### src/rtl/rob_store_commit_ctrl.sv
// rob_store_commit_ctrl
//   Retires the store at the ROB head. The block latches the head store, requests the
//   data-memory port, waits for the write response and retries after a NACK or a response
//   timeout, with a backoff between attempts. st_commit pulses for one cycle when the write
//   is done. The ROB may retire a head store only on that pulse. When the retries run out,
//   the block parks in a sticky error state that only reset clears.
//
// Ports
//   clock, reset     system clock; synchronous active-high reset
//   head_st_valid    head of ROB is a completed store (sampled only when idle)
//   head_st_tag      Tnew tag of the head store
//   st_addr/st_data  store address/data from the LSQ
//   mem_gnt          memory port accepts mem_req
//   mem_resp_valid   write response for the outstanding store
//   mem_resp_ok      1 = write done, 0 = NACK
//   mem_req          store request to the memory port
//   mem_addr/data    latched store address/data
//   st_commit        one-cycle retire pulse
//   st_commit_tag    tag of the committed store, valid with st_commit
//   st_busy          a store is in flight
//   st_error         sticky: retries exhausted
module rob_store_commit_ctrl #(
    parameter int unsigned TAG_W        = 6,
    parameter int unsigned ADDR_W       = 64,
    parameter int unsigned DATA_W       = 64,
    parameter int unsigned MAX_RETRY    = 4,
    parameter int unsigned BACKOFF      = 3,
    parameter int unsigned RESP_TIMEOUT = 15
) (
    input  logic              clock,
    input  logic              reset,
    input  logic              head_st_valid,
    input  logic [TAG_W-1:0]  head_st_tag,
    input  logic [ADDR_W-1:0] st_addr,
    input  logic [DATA_W-1:0] st_data,
    input  logic              mem_gnt,
    input  logic              mem_resp_valid,
    input  logic              mem_resp_ok,
    output logic              mem_req,
    output logic [ADDR_W-1:0] mem_addr,
    output logic [DATA_W-1:0] mem_data,
    output logic              st_commit,
    output logic [TAG_W-1:0]  st_commit_tag,
    output logic              st_busy,
    output logic              st_error
);

    localparam int unsigned RW = (MAX_RETRY > 0) ? $clog2(MAX_RETRY + 1) : 1;
    localparam int unsigned TW = (RESP_TIMEOUT > 0) ? $clog2(RESP_TIMEOUT + 1) : 1;
    localparam int unsigned BW = (BACKOFF > 0) ? $clog2(BACKOFF + 1) : 1;

    localparam logic [RW-1:0] RetryMax = RW'(MAX_RETRY);
    localparam logic [TW-1:0] ToMax    = TW'(RESP_TIMEOUT);
    localparam logic [BW-1:0] BoInit   = BW'(BACKOFF);
    localparam logic [BW-1:0] BoLast   = BW'(1);

    typedef enum logic [2:0] {
        StIdle,
        StReq,
        StWait,
        StBackoff,
        StCommit,
        StError
    } state_e;

    state_e             state_q, state_d;
    logic [RW-1:0]      retry_q, retry_d;
    logic [TW-1:0]      to_q, to_d;
    logic [BW-1:0]      bo_q, bo_d;
    logic [ADDR_W-1:0]  addr_q, addr_d;
    logic [DATA_W-1:0]  data_q, data_d;
    logic [TAG_W-1:0]   tag_q, tag_d;

    always_ff @(posedge clock) begin
        if (reset) begin
            state_q <= StIdle;
            retry_q <= '0;
            to_q    <= '0;
            bo_q    <= '0;
            addr_q  <= '0;
            data_q  <= '0;
            tag_q   <= '0;
        end else begin
            state_q <= state_d;
            retry_q <= retry_d;
            to_q    <= to_d;
            bo_q    <= bo_d;
            addr_q  <= addr_d;
            data_q  <= data_d;
            tag_q   <= tag_d;
        end
    end

    always_comb begin
        state_d = state_q;
        retry_d = retry_q;
        to_d    = to_q;
        bo_d    = bo_q;
        addr_d  = addr_q;
        data_d  = data_q;
        tag_d   = tag_q;

        case (state_q)
            StIdle: begin
                if (head_st_valid) begin
                    addr_d  = st_addr;
                    data_d  = st_data;
                    tag_d   = head_st_tag;
                    retry_d = '0;
                    state_d = StReq;
                end
            end
            StReq: begin
                if (mem_gnt) begin
                    to_d    = '0;
                    state_d = StWait;
                end
            end
            StWait: begin
                // A response in the timeout cycle takes priority over the timeout.
                if (mem_resp_valid && mem_resp_ok) begin
                    state_d = StCommit;
                end else if (mem_resp_valid || (to_q == ToMax)) begin
                    if (retry_q == RetryMax) begin
                        state_d = StError;
                    end else begin
                        retry_d = retry_q + RW'(1);
                        bo_d    = BoInit;
                        state_d = StBackoff;
                    end
                end else begin
                    to_d = to_q + TW'(1);
                end
            end
            StBackoff: begin
                // The counter reaches zero as the state returns to REQ, so BACKOFF idle cycles
                // separate the failure from the re-request.
                if (bo_q <= BoLast) begin
                    bo_d    = '0;
                    state_d = StReq;
                end else begin
                    bo_d = bo_q - BW'(1);
                end
            end
            StCommit: begin
                state_d = StIdle;
            end
            StError: begin
                state_d = StError;
            end
            default: begin
                state_d = StIdle;
            end
        endcase
    end

    assign mem_req       = (state_q == StReq);
    assign mem_addr      = addr_q;
    assign mem_data      = data_q;
    assign st_commit     = (state_q == StCommit);
    assign st_commit_tag = (state_q == StCommit) ? tag_q : '0;
    assign st_busy       = (state_q != StIdle);
    assign st_error      = (state_q == StError);

endmodule

### config.mk
export PLATFORM = sky130hd
export DESIGN_NAME = rob_store_commit_ctrl
export DESIGN_NICKNAME = d
export VERILOG_FILES = /design/src/rtl/rob_store_commit_ctrl.sv
export SDC_FILE = /design/constraint.sdc
export NUM_CORES = 1
export LEC_CHECK = 0
export ABC_AREA = 1
export BUFFER_PORTS_ARGS = -buffer_cell sky130_fd_sc_hd__clkbuf_2
export CORE_MARGIN = 4
export CORE_UTILIZATION = 46
export CTS_BUF_LIST = sky130_fd_sc_hd__clkbuf_8 sky130_fd_sc_hd__clkbuf_16
export CTS_CLUSTER_DIAMETER = 50
export DETAILED_ROUTE_END_ITERATION = 8
export GPL_TIMING_DRIVEN = 0
export PLACE_DENSITY_LB_ADDON = 0.25
export RECOVER_POWER = 25
export SETUP_SLACK_MARGIN = 0.02
export SYNTH_ARGS = -nofsm -noshare
export SYNTH_HDL_FRONTEND = slang
export SYNTH_SLANG_ARGS = --single-unit
export TNS_END_PERCENT = 1
### constraint.sdc
create_clock -name clock -period 1.46 [get_ports clock]
set_input_delay 0.292 -clock clock [delete_from_list [all_inputs] [get_ports clock]]
set_output_delay 0.292 -clock clock [all_outputs]
set_load 0.1 [all_outputs]
==> flow_summary.yaml <==
outcome:
  outcome: "finished with violations"
  violations: "negative setup slack"
setup_path:
  setup.worst_path.start_class: "flip-flop"
  reg2reg_to: "tag_q[2]$_SDFFE_PP0P_"
  end_kind: "output pin"
  r2r_slack_ns: -0.14
  required_ns: 1.17
  setup.worst_path.class: "reg -> out"
  cp.arrival_ns: 1.39
  critical_path.startpoint: "state_q[1]$_SDFFE_PP0P_"
  reg2regPathDepth: 8
  reg2reg_from: "state_q[1]$_SDFFE_PP0P_"
  cp_max_fo: 7
timing:
  drv_slew: 0
  rsz0062_at_grt: "yes"
  fin_tns_setup_ns: -12.37
  setup_violations: 142
  clock_skew_ns: 0.00828
  hold_violations: 0
  worstMarginPinSlew_ns: 0.536
  fin_ws_ns: -0.224
  hold_ws_ns: 0.143
  max_freq_mhz: 594
  max_slew_margin_pct: 64.3
  period_share_pct: 115
  fin_crit_ns: 1.68
grt:
  grt_pass1_vias: 5676
  grt_max_degree: 17
  antenna_found_initial: 0
  gr-total-overflow: 0
  grt_pass1_wl_um: 27800
  gr-usage-all-layers_pct: 24.3
synthesis:
  syn_area_um2: 5640
  avgSynthCellArea_um2: 7.82
  yosys_warnings: 0
  synthDistinctLibCells: 23
  synth_nets: 864
  synth.area.mux_share_pct: 0
  ys_ff_latch: 146
  synth_top_family_by_area: "compound AO/OA/AOI/OAI gates"
  synth-simple-area-share_pct: 7.61
  synth_top_area_share_pct: 51.8
  synth_cells: 721
  synth_adder_area_share_pct: 0.666
  synth-compound-area-share_pct: 24.8
  yosys.area.top_type: "dfxtp_1"
  ys_seq_area_share_pct: 51.8
  synthTopCellsByArea: "dfxtp_1, a21oi_1, o21ai_0"
  synth_xor_area_share_pct: 0
floorplanning:
  dieArea_um2: 14100
  core_area_um2: 12000
  die_x_um: 119
  num_rows: 40
  io_pins: 278
  start_util_pct: 46.9
  die_y_um: 119
power:
  seq_power_share_pct: 27.8
  switching_share_pct: 50.1
  p_per_area_nw_per_um2: 2260
  p_leak_uw: 0.00396
  p_clk_share_pct: 22.1
  power.switching_uw: 9580
  peakVddDrop_mv: 1.15
  p_int_uw: 9560
  combPwrFrac_pct: 50.1
finish:
  final_cell_mix: "inv_1, dfxtp_1, a21oi_1"
  n_antenna_cell: 0
  final_common_cell: "inv_1"
  layoutNonFillerInstCount: 1176
  drive_gt1_share_pct: 36.9
  syn_to_final_growth_pct: 50.3
  num-nets-final: 1161
min_path:
  hold_path_end: "mem_data[61]$_SDFFE_PP0P_"
  hold_path_class: "in -> reg"
  worstHoldPathCells: 3
  hp-start: "st_data[61]"
clocking:
  cts_hold_buffers: 0
  cts.htree.levels: 4
  cts-root-buf: "clkbuf_16"
  clockBufferDepth: 2
  cts.sinks: 146
  cts.reportedPaths.clkPinSlew_ns: 0.06
  cts_buffers: 17
  cts_tree: "yes"
  worstSkewPairLatency_ns: 0.41
drt:
  drt_wl_total_um: 17400
  antenna_left: 0
  vias: 5691
  drt_iter0_markers: 246
  wl_per_cell_um: 14.8
  post-route-drc-count: 0
  vias_per_cell: 4.84
  drt_pass1_iterations: 5
placed_design:
  io_buffers: 276
  dp_cells: 1144
  place_ws_ns: -0.261
  hpwlAfterDp_um: 12600
  gp_congestion: 0.859
flow_run:
  maxCapViolations: 0
==> per-layer routing <==
metal	GRT usage, %	share of wire, %
met1	27.0	41
met2	43.0	51
met3	7.61	5.9
met4	9.49	2.1
met5	0	0
==> worst max-delay path: stages, from the launching register on <==
cell and delay, ns:
dfxtp_2 0.35, nor2_4 0.18, nand2_8 0.12, nor2_4 0.12, clkbuf_16 0.21
==> sequential cells by signal, summed over array words and instances (netlist names) <==
signal and count:
mem_data 64, mem_addr 64, retry_q 3, tag_q 6, to_q 4, state_q 3
bo_q 2
==> power by group through the flow <==
stage	clock network (µW)	registers [µW]	logic, µW
after floorplan	0	10600	2160
after global placement	0	5360	8880
after detailed placement	0	5390	8930
after CTS	4300	5310	9510
after global routing	4490	5430	10000
final	4230	5330	9590
==> worst max-delay path by stage <==
| stage | endpoint | slack (ns) | cells past startpoint |
|---|---|---|---|
| CTS | st_commit_tag[1] | -0.24 | 4 |
| finish | st_commit_tag[2] | -0.22 | 4 |
| detailed placement | st_commit_tag[4] | -0.26 | 3 |
| global placement | st_commit_tag[4] | -0.26 | 3 |
| floorplan | state_q[1]$_SDFFE_PP0P_ | -0.12 | 8 |
| global route | st_commit_tag[2] | -0.29 | 4 |
==> per-stage QoR <==
| stage | instance area (µm²) | utilization, % | total power (µW) |
|---|---|---|---|
| floorplan | 5700 | - | 12800 |
| global placement | 7270 | 60.5 | 14200 |
| detailed placement | 7270 | 60.5 | 14300 |
| CTS | 8430 | 70.2 | 19100 |
| global route | 8470 | 70.6 | 20000 |
| finish | 8470 | 70.6 | 19100 |
==> repair_timing <==
item                                    4_1_cts  5_1_grt
resized for setup                           202       55
setup buffers                                 2        0
endpoints found under the setup margin      271      159
pin swaps                                     3        0
==> synthesized netlist by cell type, drive strengths merged <==
cell type	count
or2	1
inv	156
nand3	19
clkbuf	15
nor3	3
a21oi	142
nand3b	1
nand2	37
nor2	30
ha	3
nand4	1
dfxtp	146
o21ai	137
buf	30
==> layout make-up <==
class | instances | area, µm²
fill | 997 | 3540
sequential | 146 | 2930
multi-input combinational | 374 | 1980
timing repair buffer | 278 | 1910
inverter | 156 | 589
clock buffer | 22 | 494
buffer | 45 | 297
tap | 147 | 184
clock inverter | 8 | 87.6
==> cells by family after synthesis <==
kind of cell / count (synthesis)
buffers and inverters: 201
adder cells (fa/ha/maj): 3
AO/OA/AOI/OAI: 279
flip-flops: 146
AND/OR/NAND/NOR: 92
(Power assumes the default switching activity.)
